==> src/rtl/cfi_pkg.sv <==
// Shared types and constants for the CFI shadow return-address stack.
package cfi_pkg;

    localparam int SS_DEPTH_DEFAULT = 16;
    localparam int SS_AW_DEFAULT    = 32;

    typedef logic [SS_AW_DEFAULT-1:0] ss_entry_t;

    typedef enum logic [1:0] {
        IDLE,
        RESP,
        CRASHED
    } ss_state_e;

endpackage

==> src/rtl/cfi_ss_mem.sv <==
// Circular return-address array with top pointer, push/pop and indexed read.
module cfi_ss_mem
    import cfi_pkg::*;
#(
    parameter  int DEPTH = SS_DEPTH_DEFAULT,
    parameter  int AW    = SS_AW_DEFAULT,
    localparam int PW    = $clog2(DEPTH)
) (
    input  logic          clk_i,
    input  logic          rst_ni,
    input  logic          flush_i,
    input  logic          push_i,
    input  logic          pop_i,
    input  logic [AW-1:0] wdata_i,
    input  logic [PW-1:0] rd_idx_i,
    output logic [AW-1:0] top_data_o,
    output logic [AW-1:0] rd_data_o
);

    logic [AW-1:0] mem_q [DEPTH];
    logic [PW-1:0] top_q;
    logic [PW-1:0] top_m1;
    logic [PW-1:0] rd_ptr;

    assign top_m1     = top_q - PW'(1);
    assign rd_ptr     = top_m1 - rd_idx_i;
    assign top_data_o = mem_q[top_m1];
    assign rd_data_o  = mem_q[rd_ptr];

    always_ff @(posedge clk_i or negedge rst_ni) begin
        if (!rst_ni) begin
            top_q <= '0;
            for (int i = 0; i < DEPTH; i++) mem_q[i] <= '0;
        end else if (flush_i) begin
            top_q <= '0;
        end else if (push_i && pop_i) begin
            // pop frees the top slot, push refills it in place
            mem_q[top_m1] <= wdata_i;
        end else if (push_i) begin
            mem_q[top_q] <= wdata_i;
            top_q        <= top_q + PW'(1);
        end else if (pop_i) begin
            top_q <= top_m1;
        end
    end

endmodule

==> src/rtl/cfi_shadow_stack.sv <==
// Shadow return-address stack with registered check response and sticky crash.
// Optional CFI_STRICT_UNDERFLOW_EN: a check on an empty stack is a violation.
module cfi_shadow_stack
    import cfi_pkg::*;
#(
    parameter  int DEPTH = SS_DEPTH_DEFAULT,
    parameter  int AW    = 32,
    parameter  int IDXW  = 20,
    localparam int CW    = $clog2(DEPTH) + 1,
    localparam int PW    = $clog2(DEPTH)
) (
    input  logic            clk_i,
    input  logic            rst_ni,
    input  logic            flush_i,
    input  logic            enable_i,
    input  logic            push_valid_i,
    input  logic [AW-1:0]   push_addr_i,
    input  logic            chk_valid_i,
    input  logic [AW-1:0]   chk_addr_i,
    output logic            chk_done_o,
    output logic            chk_ok_o,
    input  logic [IDXW-1:0] read_index_i,
    output logic [31:0]     read_out_o,
    output logic            data_in_buffer_o,
    output logic [CW-1:0]   count_o,
    output logic            overflow_o,
    output logic            to_crash_o
);

`ifdef CFI_STRICT_UNDERFLOW_EN
    localparam logic EMPTY_OK = 1'b0;
`else
    localparam logic EMPTY_OK = 1'b1;
`endif

    ss_state_e     state_q;
    logic [CW-1:0] count_q;
    logic          done_q, ok_q, crash_q, ovf_q;
    logic          act, push, chk, pop;
    logic          empty, full, res_ok;
    logic [AW-1:0] top_data, rd_data;

    // a mismatch awaiting its crash transition blocks new work too
    assign act   = enable_i & ~flush_i & (state_q != CRASHED)
                 & ~((state_q == RESP) & ~ok_q);
    assign push  = act & push_valid_i;
    assign chk   = act & chk_valid_i;
    assign empty = (count_q == '0);
    assign full  = (count_q == CW'(DEPTH));
    assign pop   = chk & ~empty;

    assign res_ok = empty ? EMPTY_OK : (chk_addr_i == top_data);

    cfi_ss_mem #(
        .DEPTH (DEPTH),
        .AW    (AW)
    ) u_mem (
        .clk_i      (clk_i),
        .rst_ni     (rst_ni),
        .flush_i    (flush_i),
        .push_i     (push),
        .pop_i      (pop),
        .wdata_i    (push_addr_i),
        .rd_idx_i   (read_index_i[PW-1:0]),
        .top_data_o (top_data),
        .rd_data_o  (rd_data)
    );

    assign data_in_buffer_o = 32'(read_index_i) < 32'(count_q);
    assign read_out_o       = data_in_buffer_o ? 32'(rd_data) : '0;
    assign count_o          = count_q;
    assign overflow_o       = ovf_q;
    assign chk_done_o       = done_q;
    assign chk_ok_o         = ok_q;
    assign to_crash_o       = crash_q;

    always_ff @(posedge clk_i or negedge rst_ni) begin
        if (!rst_ni) begin
            count_q <= '0;
            ovf_q   <= 1'b0;
        end else if (flush_i) begin
            count_q <= '0;
        end else if (push && !pop && !full) begin
            count_q <= count_q + CW'(1);
        end else if (push && !pop) begin
            ovf_q <= 1'b1;
        end else if (pop && !push) begin
            count_q <= count_q - CW'(1);
        end
    end

    always_ff @(posedge clk_i or negedge rst_ni) begin
        if (!rst_ni) begin
            state_q <= IDLE;
            done_q  <= 1'b0;
            ok_q    <= 1'b0;
            crash_q <= 1'b0;
        end else begin
            unique case (state_q)
                CRASHED: begin
                    done_q <= 1'b0;
                    ok_q   <= 1'b0;
                end
                RESP: begin
                    if (!ok_q) begin
                        state_q <= CRASHED;
                        crash_q <= 1'b1;
                        done_q  <= 1'b0;
                    end else if (chk) begin
                        done_q <= 1'b1;
                        ok_q   <= res_ok;
                    end else begin
                        state_q <= IDLE;
                        done_q  <= 1'b0;
                        ok_q    <= 1'b0;
                    end
                end
                default: begin
                    if (chk) begin
                        state_q <= RESP;
                        done_q  <= 1'b1;
                        ok_q    <= res_ok;
                    end else begin
                        state_q <= IDLE;
                        done_q  <= 1'b0;
                        ok_q    <= 1'b0;
                    end
                end
            endcase
        end
    end

endmodule

==> config.mk <==
export PLATFORM = sky130hd
export DESIGN_NAME = cfi_shadow_stack
export DESIGN_NICKNAME = d
export VERILOG_FILES = /design/src/rtl/cfi_pkg.sv /design/src/rtl/cfi_ss_mem.sv /design/src/rtl/cfi_shadow_stack.sv
export SDC_FILE = /design/constraint.sdc
export NUM_CORES = 2
export LEC_CHECK = 0
export BUFFER_PORTS_ARGS = -buffer_cell sky130_fd_sc_hd__buf_2
export CAP_MARGIN = 5
export CORE_MARGIN = 5
export CORE_UTILIZATION = 50
export CTS_CLUSTER_DIAMETER = 100
export DETAILED_ROUTE_END_ITERATION = 8
export PLACE_DENSITY_LB_ADDON = 0.12
export SYNTH_ARGS = -nofsm -noshare
export SYNTH_HDL_FRONTEND = slang
export SYNTH_SLANG_ARGS = --single-unit
==> constraint.sdc <==
create_clock -name clk_i -period 5.8 [get_ports clk_i]
set_input_delay 0.29 -clock clk_i [delete_from_list [all_inputs] [get_ports clk_i]]
set_output_delay 0.29 -clock clk_i [all_outputs]
set_load 0.02 [all_outputs]
Yosys cells after proc, flatten, opt, wreduce, memory -nomap -nowiden:

Index checks and enable logic that the tools add are counted.

* register bits after elaboration: 527
* output and inout bits: 42
* bits of input ports: 90

* reductions and logical operators: 19
* bitwise logic cells: 16
* eq/ne operators: 8
* add/subtract/negate cells: 5
* $lt $le $gt $ge: 6
* muxes and demuxes: 34

Operators by type and width (count)
* 512-bit bitwise mux: 2
* 512-bit two-way mux: 2
* 32-bit binary-select mux with 4-bit select: 2
* 32-bit demux with 4-bit select: 2
* 32-bit two-way mux: 7
* 32-bit == test: 1
* 20-bit by 5-bit less-than comparator with 1-bit output: 1
* 5-bit two-way mux: 4
* 4-bit two-way mux: 4
* 5-bit greater-or-equal comparator (second input constant): 3
* 4-bit NOT with 5-bit output: 3
* 5-bit by 1-bit less-than comparator with 1-bit output (second input constant): 2
* 2-bit AND reduction: 5
* 1-bit AND: 7
* 1-bit logical AND: 6
* 1-bit two-way mux: 6
* 1-bit NOT: 6
* 3-bit nonzero test: 2
* 5-bit by 1-bit adder with 5-bit output (second input constant): 1
* 5-bit == test (second input constant): 1
* 5-bit zero test: 1
* 5-bit by 1-bit subtractor with 5-bit output (second input constant): 1
* 4-bit by 1-bit adder with 4-bit output (second input constant): 1
* 2-bit two-way mux: 2
* other kinds (12): 16

Logic depth before layout (Yosys ltp):

* word-level depth: 11
* gate-level depth with buffers: 18
* gate-level depth less buffers: 13

Cells and area by module:

Synthesis repeated with hierarchy kept, for this count alone.

* cells, all modules: 2169
* area, all modules: 29968.7 µm²

By module, submodules not included
* cfi_ss_mem: instances 1, area each 28357.2 µm², seq. area each 12912.4 µm², cells each 1962
* cfi_shadow_stack: instances 1, area each 1611.5 µm², seq. area each 275.3 µm², cells each 207

Worst setup path after synthesis:

No wires, ideal clock.

* path type: register to output
* start: register u_mem.top_q[0]
* end: output read_out_o[10]
* buffers on the path: 8
* arrival time: 4695 ps
* stages on the path, launching flop included: 19
* setup slack: 815 ps
* cells stage by stage: dfrtp_1 > buf_2 > buf_4 > buf_2 > buf_2 > inv_1 > ha_1 > clkbuf_1 > clkbuf_1 > clkbuf_1 > inv_1 > ha_1 > a21o_1 > a21oi_1 > xnor2_1 > xnor2_1 > clkbuf_1 > nand3_1 > and3_1

* cells in the longest elaborated chain, start to end: 7

Ends and longest elaborated chain
* start, declared: line cfi_ss_mem.sv:21 `logic [PW-1:0] top_q;`
* start signal, assigned: line cfi_ss_mem.sv:41 `top_q <= top_q + PW'(1);`
* start signal, assigned: line cfi_ss_mem.sv:43 `top_q <= top_m1;`
* 4-bit by 1-bit subtractor with 4-bit output: line cfi_ss_mem.sv:25 `assign top_m1 = top_q - PW'(1);`
* 4-bit subtractor: line cfi_ss_mem.sv:26 `assign rd_ptr = top_m1 - rd_idx_i;`
* 4-bit NOT with 5-bit output (not written as such): line cfi_ss_mem.sv:28 `assign rd_data_o = mem_q[rd_ptr];`
* 32-bit binary-select mux with 4-bit select: line cfi_ss_mem.sv:28
* 32-bit two-way mux (not written as such) (2 in series): line cfi_ss_mem.sv:28
* 32-bit two-way mux: line cfi_shadow_stack.sv:70 `assign read_out_o = data_in_buffer_o ? 32'(rd_data) : '0;`
* end, declared: line cfi_shadow_stack.sv:23 `output logic [31:0] read_out_o,`

No other way between the ends. The select of a mux whose other input is x is not followed.

Final worst setup path:

* start: register u_mem.top_q[0]
* end: output read_out_o[31]

The elaborated chain is that of the path after synthesis.

==> flow_summary.json <==
{
  "dp_hpwl_microns": 52370,
  "crit_start": "u_mem.top_q[0]",
  "rr_endpoint": "chk_ok_o",
  "synth_common_cells": "dfrtp_1 (527), mux2_2 (478), mux4_2 (256)",
  "die-area_sq_um": 63490,
  "r2r_slack_ns": 1.43,
  "vias": 19787,
  "drtPass1Iterations": 8,
  "filler_cell_count": 4732,
  "yosysTopAreaCellShare": 0.4504,
  "numClockSinks": 527,
  "grt_pass1_wl_microns": 135900,
  "fin_crit_sh": 0.8490,
  "regToRegStartpoint": "u_mem.top_q[0]",
  "crit_path_end_kind": "output pin",
  "synth_seq_area_share": 0.4504,
  "async_reset_ff_frac": 1.000,
  "start_util": 0.5065,
  "dr.first_iter.drc_count": 1780,
  "worstPathMaxFanout": 45,
  "min_period_ns": 4.924,
  "crit_family": "adder cells",
  "root_buffer": "clkbuf_16",
  "synth_area_per_cell_sq_um": 13.66,
  "cpPeakStageDelay_ns": 1.34,
  "worst_slew_pin_slew_ns": 1.118,
  "grt_usage": 0.2823,
  "max_cap_violations": 0,
  "drive_gt1_frac": 0.4628,
  "path_cells": "inv_1 > ha_4 > fa_4 > buf_12 > mux4_2 > nand2_1 > nand3_1 > and3_1 > buf_2",
  "synth.most_common_cell": "dfrtp_1",
  "clkSlewWorstSetupHoldPaths_ns": 0.06,
  "synth_area_leaders": "dfrtp_1 (45%), mux4_2 (20%), mux2_2 (18%)",
  "syn-num-nets": 2254,
  "p_per_area_nw_per_um2": 426.9,
  "antenna_found_initial": 9,
  "syn_inst": 2144,
  "leakage_nw": 14.56,
  "synth-edff-count": 0,
  "rows": 88,
  "rsz0062_at_grt": "false",
  "synth_cell_type_count": 50,
  "p_sw_frac": 0.3490,
  "nNetsFinal": 2315,
  "setup.worst_path.end": "read_out_o[31]",
  "relSlewSlack": 0.2524,
  "fmax_mhz": 203.1,
  "finalSetupViolCount": 0,
  "critPathBufInv": 3,
  "r2r_cells": 11,
  "grt_max_degree": 137,
  "drc": 0,
  "grt_pass1_vias": 20619,
  "pin_count": 132,
  "slew_viol_final": 0,
  "ys_ff_latch": 527,
  "outcome": "complete, no violations",
  "yosysWarnings": 0,
  "ctsResizeCount": 0,
  "overflow": 0,
  "clkPwrFrac": 0.264,
  "gp_congestion": 0.8292,
  "critPathLaunchType": "register",
  "setup.worst_path.class": "reg2out",
  "power_frac_seq": 0.377,
  "routed_wirelength_microns": 89720,
  "setup_ws_ns": 0.8760,
  "drt.antenna.violating_nets": 0,
  "yosysTopAreaCell": "dfrtp_1",
  "required_ns": 5.51,
  "core_area_sq_um": 57810,
  "combPwrFrac": 0.359,
  "post_drt_wl_per_cell_microns": 29.78,
  "cts_buffer_depth": 3,
  "switching_power_mw": 4.908,
  "hold_viol_final": 0,
  "die_h_microns": 252.0,
  "die_w_microns": 252.0,
  "cp_data_arrival_time_ns": 4.63,
  "slowest_stage": "fa_4",
  "cp.depth": 9,
  "clock_latency_ns": 0.63,
  "tns_ns": 0,
  "port_buffers": 131,
  "min_path_type": "in2reg",
  "htreeDepth": 2,
  "area_growth_pct": 12.53,
  "synth_ff_type": "dfrtp_1",
  "peakVddDrop_mv": 0.3236,
  "fin_worst_skew_ns": 0.009562,
  "internal-power_mw": 9.155,
  "cts_buffers": 59,
  "dp_slack_ns": 1.442,
  "cts_tree": "built",
  "syn_area_sq_um": 29280,
  "viasPerCell": 6.567
}
worst min path at each step:
| stage | from | to | slack, ns | cells after the start |
|---|---|---|---|---|
| final | push_addr_i[25] | u_mem.mem_q[441] | 0.11 | 2 |
| after global routing | push_addr_i[30] | u_mem.mem_q[126] | 0.10 | 2 |
| after CTS | push_addr_i[22] | u_mem.mem_q[438] | 0.07 | 2 |
| after detailed placement | rst_ni | count_o[2] | 0.44 | 1 |
| after global placement | rst_ni | count_o[2] | 0.43 | 1 |
| after floorplan | rst_ni | chk_done_o | -0.006 | 0 |
routing by layer:
layer	GRT usage	share of wire	up-vias
met5	0	0.00068	-
li1	-	-	8264
met4	0.08902	0.032	8
met2	0.4577	0.49	708
met1	0.3911	0.41	10640
met3	0.05350	0.067	167
registers in the layout (all words and copies together) (netlist names):
register,cells
to_crash_o,1
state_q,2
u_mem.mem_q,512
count_o,5
u_mem.top_q,4
overflow_o,1
chk_ok_o,1
chk_done_o,1
through the flow:
step / util / std cells / power, mW / hold slack (ns) / area [sq um]
2_1_floorplan: - / 2144 / 8.606 / -0.005591 / 29280
3_3_place_gp: 0.5364 / 2906 / 10.17 / 0.4293 / 31000
3_5_place_dp: 0.5364 / 2906 / 10.34 / 0.4444 / 31000
4_1_cts: 0.5697 / 3008 / 14.09 / 0.07330 / 32930
5_1_grt: 0.5698 / 3010 / 14.73 / 0.1029 / 32940
6_report: 0.5699 / 3013 / 14.06 / 0.1079 / 32940
layout make-up:
class	count	area (sq um)	area share
Tap cell	765	957.2	0.02905
Multi-Input combinational cell	1412	15520	0.4712
Inverter	14	52.55	0.001595
Clock buffer	89	1729	0.05249
Clock inverter	10	167.7	0.005089
Sequential cell	527	13190	0.4004
Antenna cell	5	12.51	0.0003798
Timing Repair Buffer	191	1311	0.03980
repair_timing:
action                                 4_1_cts  5_1_grt
hold buffers                                 3        0
setup endpoints to repair                    0        0
endpoints found under the hold margin      123        0
setup buffers                                0        0
placed cells by master, fill, tap and decap left out, drive strengths merged, types with 7 or more instances in the layout:
master / Yosys / final
xnor2: 11 / 11
buf: 85 / 188
nand3b: 32 / 32
nor4: 9 / 9
dfrtp: 527 / 527
ha: 18 / 18
nor2: 43 / 43
xor2: 7 / 7
a221oi: 7 / 7
and3: 64 / 64
a21oi: 67 / 67
mux4: 256 / 256
nand3: 79 / 79
clkbuf: 106 / 89
a22oi: 14 / 14
nand2: 167 / 167
inv: 14 / 15
nor4b: 12 / 12
mux2: 512 / 512
a211oi: 15 / 15
nand4: 10 / 10
a21o: 12 / 12
o21ai: 33 / 33
power groups by stage:
stage / logic, mW / clock network, mW / registers (mW)
3_5_place_dp: 5.00 / 0 / 5.34
5_1_grt: 5.38 / 3.94 / 5.42
2_1_floorplan: 3.51 / 0 / 5.10
6_report: 5.04 / 3.72 / 5.30
4_1_cts: 5.03 / 3.78 / 5.28
3_3_place_gp: 4.92 / 0 / 5.25
cells by family (layout without fill, tap and decap cells):
logic type	count (synthesis)	after routing	synth area share
buf+inv	205	304	0.02966
simple gates	444	444	0.07701
compound gates	159	159	0.03329
xor+xnor	18	18	0.005641
flops	527	527	0.4504
mux	771	771	0.3949
other cells	0	5	0
fa+ha+maj	20	20	0.009060
No activity file was read; power rests on OpenSTA's default activity.
